[src/rtl/keyb_pkg.sv]
// Shared definitions for the 4x4 keypad emulator: state encoding, key limits and
// the code-to-matrix mapping (the inverse of the scan decoder's col*4 + row + 1).
package keyb_pkg;

    localparam logic [1:0] KEYB_IDLE  = 2'd0;
    localparam logic [1:0] KEYB_PRESS = 2'd1;
    localparam logic [1:0] KEYB_GAP   = 2'd2;

    localparam int KEY_NONE  = 0;
    localparam int KEY_MAX   = 16;
    localparam int KEYB_ROWS = 4;
    localparam int KEYB_COLS = 4;

    typedef struct packed {
        logic [1:0] col;
        logic [1:0] row;
    } key_pos_t;

    function automatic logic key_is_legal(input logic [5:0] code);
        return (code != 6'(KEY_NONE)) && (code <= 6'(KEY_MAX));
    endfunction

    // Only meaningful for legal codes 1..16; the index wraps harmlessly otherwise.
    function automatic key_pos_t key_to_pos(input logic [5:0] code);
        logic [3:0] idx;
        key_pos_t   pos;
        idx     = 4'(code - 6'd1);
        pos.col = idx[3:2];
        pos.row = idx[1:0];
        return pos;
    endfunction

endpackage

[src/rtl/keyb_hold_timer.sv]
// Loadable down-counter with a zero flag, shared by the hold and gap phases.
module keyb_hold_timer #(
    parameter int CNT_W = 16
) (
    input  logic             clk_i,
    input  logic             rst_n_i,
    input  logic             load_i,
    input  logic [CNT_W-1:0] load_val_i,
    input  logic             dec_i,
    output logic             zero_o
);

    logic [CNT_W-1:0] cnt_q;
    logic [CNT_W-1:0] cnt_d;

    // A load always wins over a decrement; the counter saturates at zero.
    always_comb begin
        cnt_d = cnt_q;
        if (load_i) begin
            cnt_d = load_val_i;
        end else if (dec_i && (cnt_q != '0)) begin
            cnt_d = cnt_q - 1'b1;
        end
    end

    always_ff @(posedge clk_i) begin
        if (!rst_n_i) begin
            cnt_q <= '0;
        end else begin
            cnt_q <= cnt_d;
        end
    end

    assign zero_o = (cnt_q == '0);

endmodule

[src/rtl/keyb_matrix_emulator.sv]
// Key injector: accepts key codes over valid/ready and answers the scanner's
// column strobes on the row lines for the programmed hold time, then releases.
module keyb_matrix_emulator
    import keyb_pkg::*;
#(
    parameter int HOLD_CYCLES = 64,
    parameter int GAP_CYCLES  = 32,
    parameter int CNT_W       = 16
) (
    input  logic                 Clock,
    input  logic                 Reset_N,
    input  logic [5:0]           Key_Code_I,
    input  logic                 Key_Valid_I,
    output logic                 Key_Ready_O,
    input  logic                 Abort_I,
    input  logic [KEYB_COLS-1:0] Keyb_Col_I,
    output logic [KEYB_ROWS-1:0] Keyb_Row_O,
    output logic                 Busy_O,
    output logic                 Err_O
);

    localparam logic [CNT_W-1:0] HOLD_LOAD = CNT_W'(HOLD_CYCLES - 1);
    localparam logic [CNT_W-1:0] GAP_LOAD  = CNT_W'(GAP_CYCLES - 1);

    logic [1:0]       state_q, state_d;
    logic [1:0]       row_q, row_d;
    logic [1:0]       col_q, col_d;
    logic             err_q, err_d;

    logic             timer_load;
    logic [CNT_W-1:0] timer_val;
    logic             timer_dec;
    logic             timer_zero;
    logic             accept;
    key_pos_t         pos;

    assign accept = Key_Valid_I & Key_Ready_O;
    assign pos    = key_to_pos(Key_Code_I);

    keyb_hold_timer #(
        .CNT_W (CNT_W)
    ) u_timer (
        .clk_i      (Clock),
        .rst_n_i    (Reset_N),
        .load_i     (timer_load),
        .load_val_i (timer_val),
        .dec_i      (timer_dec),
        .zero_o     (timer_zero)
    );

    // Abort and hold expiry share one path into GAP, so they can never double-load.
    always_comb begin
        state_d    = state_q;
        row_d      = row_q;
        col_d      = col_q;
        err_d      = 1'b0;
        timer_load = 1'b0;
        timer_val  = '0;
        timer_dec  = 1'b0;
        case (state_q)
            KEYB_IDLE: begin
                if (accept) begin
                    if (key_is_legal(Key_Code_I)) begin
                        row_d      = pos.row;
                        col_d      = pos.col;
                        timer_load = 1'b1;
                        timer_val  = HOLD_LOAD;
                        state_d    = KEYB_PRESS;
                    end else if (Key_Code_I != 6'(KEY_NONE)) begin
                        err_d = 1'b1;
                    end
                end
            end
            KEYB_PRESS: begin
                if (Abort_I || timer_zero) begin
                    timer_load = 1'b1;
                    timer_val  = GAP_LOAD;
                    state_d    = KEYB_GAP;
                end else begin
                    timer_dec = 1'b1;
                end
            end
            KEYB_GAP: begin
                if (timer_zero) begin
                    state_d = KEYB_IDLE;
                end else begin
                    timer_dec = 1'b1;
                end
            end
            default: begin
                state_d = KEYB_IDLE;
            end
        endcase
    end

    always_ff @(posedge Clock) begin
        if (!Reset_N) begin
            state_q <= KEYB_IDLE;
            row_q   <= '0;
            col_q   <= '0;
            err_q   <= 1'b0;
        end else begin
            state_q <= state_d;
            row_q   <= row_d;
            col_q   <= col_d;
            err_q   <= err_d;
        end
    end

    // Rows follow the column strobe combinationally, like a real switch matrix.
    always_comb begin
        Keyb_Row_O = '0;
        if (state_q == KEYB_PRESS) begin
            Keyb_Row_O[row_q] = Keyb_Col_I[col_q];
        end
    end

    assign Key_Ready_O = (state_q == KEYB_IDLE);
    assign Busy_O      = (state_q != KEYB_IDLE);
    assign Err_O       = err_q;

endmodule

[config.mk]
export PLATFORM = sky130hd
export DESIGN_NAME = keyb_matrix_emulator
export DESIGN_NICKNAME = d
export VERILOG_FILES = /design/src/rtl/keyb_pkg.sv /design/src/rtl/keyb_hold_timer.sv /design/src/rtl/keyb_matrix_emulator.sv
export SDC_FILE = /design/constraint.sdc
export NUM_CORES = 1
export LEC_CHECK = 0
export CORE_MARGIN = 2
export CORE_UTILIZATION = 59
export CTS_CLUSTER_DIAMETER = 150
export DETAILED_ROUTE_END_ITERATION = 7
export DONT_BUFFER_PORTS = 1
export GPL_ROUTABILITY_DRIVEN = 0
export PLACE_DENSITY = 0.75
export SYNTH_ARGS = -nofsm -noshare
export SYNTH_HDL_FRONTEND = slang
export SYNTH_HIERARCHICAL = 1
export SYNTH_SLANG_ARGS = --single-unit
[constraint.sdc]
create_clock -name Clock -period 6.8 [get_ports Clock]
set_input_delay 1.02 -clock Clock [delete_from_list [all_inputs] [get_ports Clock]]
set_output_delay 1.02 -clock Clock [all_outputs]
set_load 0.05 [all_outputs]
* After elaboration in Yosys (flattened, before gate mapping) *
Cells that the tools add are included.

storage, ports and cells
  bits in registers = 23
  word-level logic and storage cells = 59

operators by class
  $add $sub $neg = 2
  $lt $le $gt $ge = 4
  equality and inequality tests = 6
  muxes and demuxes = 24
  bitwise gates (word level) = 5
  reductions and logical operators = 13

operators with widths
  operator                                                         count
  two-way mux 16 bit                                               2
  zero test 16 bit                                                 1
  nonzero test 16 bit                                              1
  subtractor 16 x 1 -> 16 bit (second input constant)              1
  two-way mux 6 bit                                                2
  case mux 6 bit (2 select lines)                                  1
  two-way mux 1 bit                                                8
  two-way mux 2 bit                                                4
  less-or-equal comparator 6 x 5 -> 1 bit (second input constant)  1
  < comparator 2 x 3 -> 1 bit (second input constant)              2
  case mux 2 bit (3 select lines)                                  1
  nonzero test 6 bit                                               1
  two-way mux 5 bit                                                1
  bitwise AND 4 bit                                                1
  two-way mux 4 bit                                                1
  inequality test 2 x 1 -> 1 bit (second input constant)           2
  inequality test 2 bit (second input constant)                    2
  case mux 1 bit (2 select lines)                                  2
  AND reduction 4 bit                                              1
  nonzero test 2 bit                                               2
  OR reduction 4 bit                                               1
  subtractor 4 x 1 -> 4 bit (second input constant)                1
  logical AND 1 bit                                                3
  inverter 1 bit                                                   3
  9 further kinds                                                  9

* Longest topological paths before layout *
Gate-level depths: netlist of the first run.

  depth in word-level cells = 7
  depth in mapped cells = 12

* Modules after synthesis *
Netlist of the first run, hierarchy kept.

by module, submodules not included
  module                times used  cells each  area each (µm²)  seq. area each (µm²)
  keyb_hold_timer       1           114         922.1            320.3
  keyb_matrix_emulator  1           61          533.0            140.1

* Worst setup path before layout of the first run *
No wires, ideal clock.

  path type = input to output
  start point = in Keyb_Col_I[1]
  end point = out Keyb_Row_O[2]
  arrival time = 2.494 ns
  data required time = 5.780 ns
  slack = 3.286 ns
  cell stages on the path = 3
  buffers on the path = 0
  cell sequence = mux4_2 nand2_1 nor3b_1

between the ends
  longest elaborated chain between the ends = 4

ends and longest elaborated chain
  item                                     RTL line                     source
  from (decl)                              keyb_matrix_emulator.sv:16   input logic [KEYB_COLS-1:0] Keyb_Col_I,
  binary-select mux 1 bit (select 2 bit)   keyb_matrix_emulator.sv:114  Keyb_Row_O[row_q] = Keyb_Col_I[col_q];
  two-way mux 1 bit (implied by the code)  keyb_matrix_emulator.sv:114
  bitwise AND 4 bit (no source line)       --
  two-way mux 4 bit                        keyb_matrix_emulator.sv:113  if (state_q == KEYB_PRESS) begin
  to (decl)                                keyb_matrix_emulator.sv:17   output logic [KEYB_ROWS-1:0] Keyb_Row_O,

No other way between the ends. The select of a mux whose other input is x is not followed.

* Final worst setup path of the first run *
Same ends and word-level chain as after synthesis.

==> metrics.md, run 1 <==
| Metric | Value |
|---|---|
| Post-CTS Setup Inserts | `0` |
| Power Dens Cells | `between 300 and 400 mW/mm2` |
| Synth Area in Compound Gates | `between 10% and 20%` |
| Cell variety after synth | `39` |
| Routed Antenna Nets | `0` |
| Routed vias | `1160` |
| Max Slew Vio Count | `0` |
| Yosys warns | `6` |
| CTS HTree Levels | `1` |
| Hold Violations, Final | `0` |
| Combinational Power Share | `a little under half` |
| Final Non-Filler Cells | `between 200 and 250` |
| DRC | `0` |
| Final min period | `between 3 and 4 ns` |
| Synth Area in Simple Gates | `between 20% and 30%` |
| Layout area overhead | `5.93%` |
| Die footprint | `between 0.002 and 0.003 mm2` |
| Main combinational cell family by area after synthesis | `simple AND/OR/NAND/NOR gates` |
| CTS resizes | `0` |
| TritonCTS clock tree | `done` |
| Internal power | `0.274 mW` |
| N_diodes | `0` |
| Status | `completed` |
| Max cap viols | `0` |
| Num CTS Buffers | `3` |
| Commonest non-fill, non-tap cell in the layout | `dfxtp_1` |
| Final Net Count | `~210` |
| Placed insts | `around 210` |
| Initial Util | `63.9%` |
| Initial antenna violation count | `0` |
| RSZ-0062 raised after global routing | `no` |
| CP startpoint kind | `primary input` |
| Cell Rows | `17` |
| Synth Area per Inst | `8.32 um2` |
| CTS Hold Bufs | `0` |
| Worst Path Required | `5.78 ns` |
| Max rail drop VDD | `approximately 0.00019 V` |
| Initial DRC Count | `40` |
| Placed inst area | `between 0.0015 and 0.002 mm2` |
| Total clock sinks | `23` |
| Sequential Power Share | `between 40% and 50%` |
| Max_slew headroom | `43.4%` |
| Largest net degree at the start of global routing | `30` |
| Net switching power | `about 0.21 mW` |
| HP Class | `flop to flop` |
| Die width | `about 54 um` |
| Synthesized instance count | `175` |
| Core area | `~0.0023 mm2` |
| Kind of critical path | `primary input to output pin` |
| Fin Clk Skew | `approximately 0.0080 ns` |
| Worst setup margin | `3.67 ns` |
| Global-route wire length before repair | `roughly 4.6 mm` |
| CTS root buffer | `clkbuf_4` |
| CTS Buffer Depth | `2` |
| Final Util | `about 68%` |
| Post-synthesis mux area share | `about 4.3%` |
| Global route total overflow | `0` |
| Drt first pass iters | `4` |
| Post-synthesis cell area | `between 0.001 and 0.0015 mm2` |
| Most frequent cells in the layout | `23 x dfxtp_1, 22 x a21oi_1, 16 x o21ai_0, 14 x xnor2_1` |
| Cell Chain, Critical Path | `mux4_2, nand2_1, nor3b_2` |
| Ports | `21` |
| Sw Ratio | `a little over two fifths` |
| # port buffers | `0` |
| Leak | `0.562 nW` |
| Worst Setup End Kind | `output pin` |
| Hold depth | `2` |
| Seq cells post-synth | `23` |
| Adder-Cell Fraction of Synth Area | `between 6 and 7%` |
| Slew at the pin with the worst max-slew slack | `0.845 ns` |
| WP data arrival | `about 2.1 ns` |
| Layout cells sized above 1 | `just over 8%` |
| FF-to-FF path depth | `7` |
| Clock power frac | `about an eighth` |
| DR vias/cell | `5.47` |
| Drt total wl | `around 2.8 mm` |
| Max Clk Rate | `0.319 GHz` |
| Worst-path clk slew | `between 0.1 and 0.15 ns` |
| Post-DR wirelength/cell | `approximately 13 um` |
| Dpl hpwl | `between 2 and 2.5 mm` |
| Post-Synth XOR/XNOR Area | `approximately a tenth` |
| Chip height | `~54 um` |
| Pre-CTS setup slack | `3.61 ns` |
| Vias in the first global route | `around 1100` |
| Slowest CP cell | `nor3b_2` |
| All-Layer GR Usage | `about 22%` |
| Crit-path max cell delay | `0.74 ns` |
| Post-route design area | `0.00154 mm2` |
| Count of final setup violators | `0` |
| TNS Setup | `0 ns` |
| Register area share after synthesis | `a little under a third` |
| Worst skew pair latency | `about 0.32 ns` |
| Crit-path max FO | `3` |
| Crit share post-route | `approximately 46%` |
layout make-up:
cell class              count  area (um2)
clock buffers               4        26.3
fillers                   195         734
inverters                  13        48.8
multi-input cells         143         963
flip-flops and latches     23         460
well taps                  28        35.0
repair buffers              1        7.51
final timing paths:
kind	from	to	slack [ns]
max	Keyb_Col_I[1]	Keyb_Row_O[2]	3.67
min	state_q[0]	state_q[0]	0.50
max reg2reg	u_timer/cnt_q[7]	u_timer/cnt_q[4]	3.91
min reg2reg	state_q[0]	state_q[0]	0.50
cells by family after synthesis:
| logic type | Yosys count |
|---|---|
| adders and majority gates | 7 |
| AOI/OAI and AO/OA | 47 |
| other | 1 |
| buffers and inverters | 18 |
| DFF | 23 |
| xor gates and xnor gates | 15 |
| and+or+nand+nor | 59 |
| muxes | 5 |
critical path: cells and delay by family:
family	cells	cell delay (ns)
muxes	1	0.23
and+or+nand+nor	2	0.86
power by group through the flow:
stage | Combinational (mW) | Sequential [mW] | Clock [mW]
2_1_floorplan | 0.195 | 0.197 | 0
3_3_place_gp | 0.214 | 0.204 | 0
3_5_place_dp | 0.217 | 0.206 | 0
4_1_cts | 0.218 | 0.203 | 0.0658
5_1_grt | 0.243 | 0.208 | 0.0678
6_report | 0.218 | 0.204 | 0.0628
metal layers:
metal  part of all wire [%]  routed length [um]  up-vias  GRT usage (%)
li1                       -                   -      627              -
met1                     51                1410      509           29.8
met2                     44                1230       19           36.2
met3                    3.1                  87        5           2.78
met4                    1.9                  53        0           8.97
met5                      0                   0        -              0
metrics by stage:
step / hold WS [ns] / total power, mW
after floorplan: 0.451 / 0.392
after global placement: 0.464 / 0.418
after detailed placement: 0.481 / 0.423
after CTS: 0.500 / 0.487
after global routing: 0.534 / 0.519
final: 0.501 / 0.485
state kept, by name, indices dropped and copies added, names as in the netlist:
| signal | flops |
|---|---|
| u_timer/cnt_q | 16 |
| state_q | 2 |
| col_q | 2 |
| Err_O | 1 |
| row_q | 2 |
cell usage after synthesis:
library cell,n,area (um2)
dfxtp_1,23,460
a21oi_1,22,110
o21ai_0,16,80.1
xnor2_1,14,123
inv_1,13,48.8
nand2_1,13,48.8
nor2_1,11,41.3
nor3_1,9,45.0
ha_1,7,87.6
a211oi_1,5,37.5
clkbuf_1,4,15.0
mux2i_1,4,40.0
nor3b_1,4,30.0
nor4_1,3,18.8
nand2b_1,2,12.5
nor2b_1,2,12.5
a211oi_2,1,12.5
and2_1,1,6.26
and3b_1,1,8.76
and4_1,1,8.76
and4bb_1,1,12.5
buf_6,1,11.3
conb_1,1,3.75
mux4_2,1,22.5
nand3_1,1,5.00
nand3b_1,1,7.51
nand4_1,1,6.26
nor2_4,1,11.3
nor3_2,1,10.0
nor3b_4,1,18.8
nor4_4,1,21.3
o221ai_1,1,8.76
o22ai_1,1,6.26
o41ai_1,1,8.76
or3_2,1,7.51
or4_1,1,7.51
or4_4,1,11.3
or4bb_1,1,11.3
xor2_2,1,16.3
(Power assumes the default switching activity.)
==> run 2: changes to the inputs <==
CORE_UTILIZATION = 56   (was 59)
PLACE_DENSITY = 0.74   (was 0.75)
clock period = 2.7 ns   (was 6.8 ns; I/O delays follow)
==> run 2 against run 1 <==
Net effect: global-route usage grew 0.38 points; sequential share of layout area is 0.78 points lower; worst setup slack got worse by 3.5 ns; count of clock-buffer cells in the layout unchanged; register-to-register slack got worse by 3.7 ns; wire length increased by 5.9%; clock power rose to 2.6 times the previous value; sequential power grew to 2.5 times the previous value; utilization down 3.8 points; combinational power rose to 2.7 times the previous value; largest power group unchanged; first-iteration DRC count decreased by 55%; flip-flop and latch count unchanged.
==> metrics.md, run 2 (same netlist as run 1, synthesis figures left out) <==
| Metric | Value |
|---|---|
| Status | `completed` |
| Fill cells | `241` |
| Max_slew headroom | `just over 50%` |
| Crit-path max cell delay | `0.55 ns` |
| Num CTS Buffers | `3` |
| DR vias/cell | `between 5 and 6` |
| N_diodes | `0` |
| Largest net degree at the start of global routing | `30` |
| WP data arrival | `approximately 2.8 ns` |
| Vias in the first global route | `between 1000 and 1500` |
| Post-route design area | `approximately 0.0016 mm2` |
| Crit share post-route | `roughly 94%` |
| Worst skew pair latency | `0.32 ns` |
| Chip height | `55.0 um` |
| Post-DR wirelength/cell | `13.5 um` |
| Combinational Power Share | `~46%` |
| Max rail drop VDD | `roughly 0.00065 V` |
| Power Dens Cells | `between 700 and 800 mW/mm2` |
| # port buffers | `0` |
| Reg2Reg Setup Slack | `between 0.15 and 0.2 ns` |
| Global route total overflow | `0` |
| Commonest non-fill, non-tap cell in the layout | `dfxtp_1` |
| Layout cells sized above 1 | `around 11%` |
| Die footprint | `0.00302 mm2` |
| CTS HTree Levels | `1` |
| Critical path's most frequent cell | `inv_1` |
| Final min period | `about 2.5 ns` |
| Slowest CP cell | `inv_1` |
| DRC | `0` |
| Core area | `around 0.0025 mm2` |
| Drt total wl | `slightly below 3 mm` |
| Kind of critical path | `flop to flop` |
| Die width | `about 55 um` |
| Final Net Count | `~210` |
| CTS root buffer | `clkbuf_4` |
| Clock power frac | `about an eighth` |
| Cell Chain, Critical Path | `inv_1, ha_1, nor3b_1, and4bb_1, buf_4, o21ai_0, nand2b_1, inv_1, o221ai_1, a21oi_1` |
| Register area | `roughly 460 um2` |
| Placed insts | `around 220` |
| Sw Ratio | `43.3%` |
| Area occupied by multi-input gates | `~960 um2` |
| Worst Setup End Kind | `flop` |
| Largest reg by FF count | `u_timer/cnt_q` |
| Cell Rows | `18` |
| Hold Violations, Final | `0` |
| Max Clk Rate | `between 0.3 and 0.4 GHz` |
| Initial Util | `58.7%` |
| Sequential Power Share | `roughly two fifths` |
| RSZ-0062 raised after global routing | `yes` |
| Worst-path clk slew | `around 0.13 ns` |
| HP Class | `primary input to flop` |
| Total clock sinks | `23` |
| Worst Path Required | `about 3.0 ns` |
| Dpl hpwl | `2.25 mm` |
| TritonCTS clock tree | `done` |
| Final Non-Filler Cells | `219` |
| Ports | `21` |
| Global-route wire length before repair | `roughly 4.8 mm` |
| Placed inst area | `0.00156 mm2` |
| Routed Antenna Nets | `0` |
| Internal power | `between 0.7 and 0.8 mW` |
| All-Layer GR Usage | `between 20 and 25%` |
| Final total power | `1.26 mW` |
| Drt first pass iters | `4` |
| CP startpoint kind | `flop` |
| Most frequent cells in the layout | `23 x dfxtp_1, 22 x a21oi_1, 16 x o21ai_0, 14 x xnor2_1` |
| Slew at the pin with the worst max-slew slack | `between 0.7 and 0.8 ns` |
| Number of flip-flops in the largest register | `16` |
| CTS Buffer Depth | `2` |
| Initial DRC Count | `18` |
| Max Slew Vio Count | `0` |
| Max cap viols | `0` |
| Fin Clk Skew | `around 0.0050 ns` |
| Net switching power | `0.546 mW` |
| CTS Hold Bufs | `0` |
| Routed vias | `between 1000 and 1500` |
| Crit-path max FO | `29` |
| Initial antenna violation count | `0` |
| Leak | `~0.59 nW` |
| Layout area overhead | `8.77%` |
| Count of final setup violators | `0` |
-- run 2: changes by cell type in the layout (fill, tap and decap cells not counted), sizes merged --
cell,change
buf,+5
-- run 2: worst paths after layout --
| kind | from | end | depth (start not counted) |
|---|---|---|---|
| setup / recovery | u_timer/cnt_q[0] | u_timer/cnt_q[1] | 10 |
| hold / removal | Key_Code_I[0] | row_q[0] | 1 |
| setup reg to reg | u_timer/cnt_q[0] | u_timer/cnt_q[1] | 10 |
| hold reg to reg | state_q[0] | state_q[0] | 2 |
-- run 2: area by class of cell --
class | instances | area share (%)
clock buffer | 4 | 1.66
inverter | 13 | 3.08
multi-input combinational | 143 | 60.9
sequential | 23 | 29.1
tap | 30 | 2.37
timing repair buffer | 6 | 2.85
-- run 2: per-stage QoR --
step	setup TNS [ns]	setup slack (ns)	utilization [%]	hold WS [ns]
final	0	0.168	63.9	0.159
after global routing	-0.0555	-0.0326	63.9	0.143
after CTS	0	0.117	63.8	0.147
after detailed placement	0	0.153	62.8	0.472
after global placement	0	0.220	62.8	0.462
after floorplan	0	0.327	-	0.451
-- run 2: power groups by stage --
stage / Sequential [mW] / Combinational [mW] / Clock, mW
finish: 0.513 / 0.583 / 0.163
detailed placement: 0.521 / 0.577 / 0
CTS: 0.513 / 0.578 / 0.171
global placement: 0.514 / 0.562 / 0
global route: 0.525 / 0.647 / 0.185
floorplan: 0.497 / 0.491 / 0
-- run 2: worst max-delay path: cells and delay by family, from the launching register on --
family / cells / cell delay, ns
AOI/OAI and AO/OA: 3 / 0.60
DFF: 1 / 0.39
buffers and inverters: 3 / 0.79
and+or+nand+nor: 3 / 0.45
adders and majority gates: 1 / 0.24
-- run 2: routing by layer --
metal	share of wire [%]	global-route usage [%]	wire length [um]	vias up
met3	3.1	5.65	90	5
met1	48	29.5	1430	568
met2	47	35.5	1380	16
li1	-	-	-	638
met4	1.8	9.76	52	0
met5	0	0	0	-
-- run 2: timing repair --
action | in CTS | in global routing
endpoints found under the setup margin | 0 | 5
gates resized for setup | 0 | 1
buffers inserted | 0 | 0
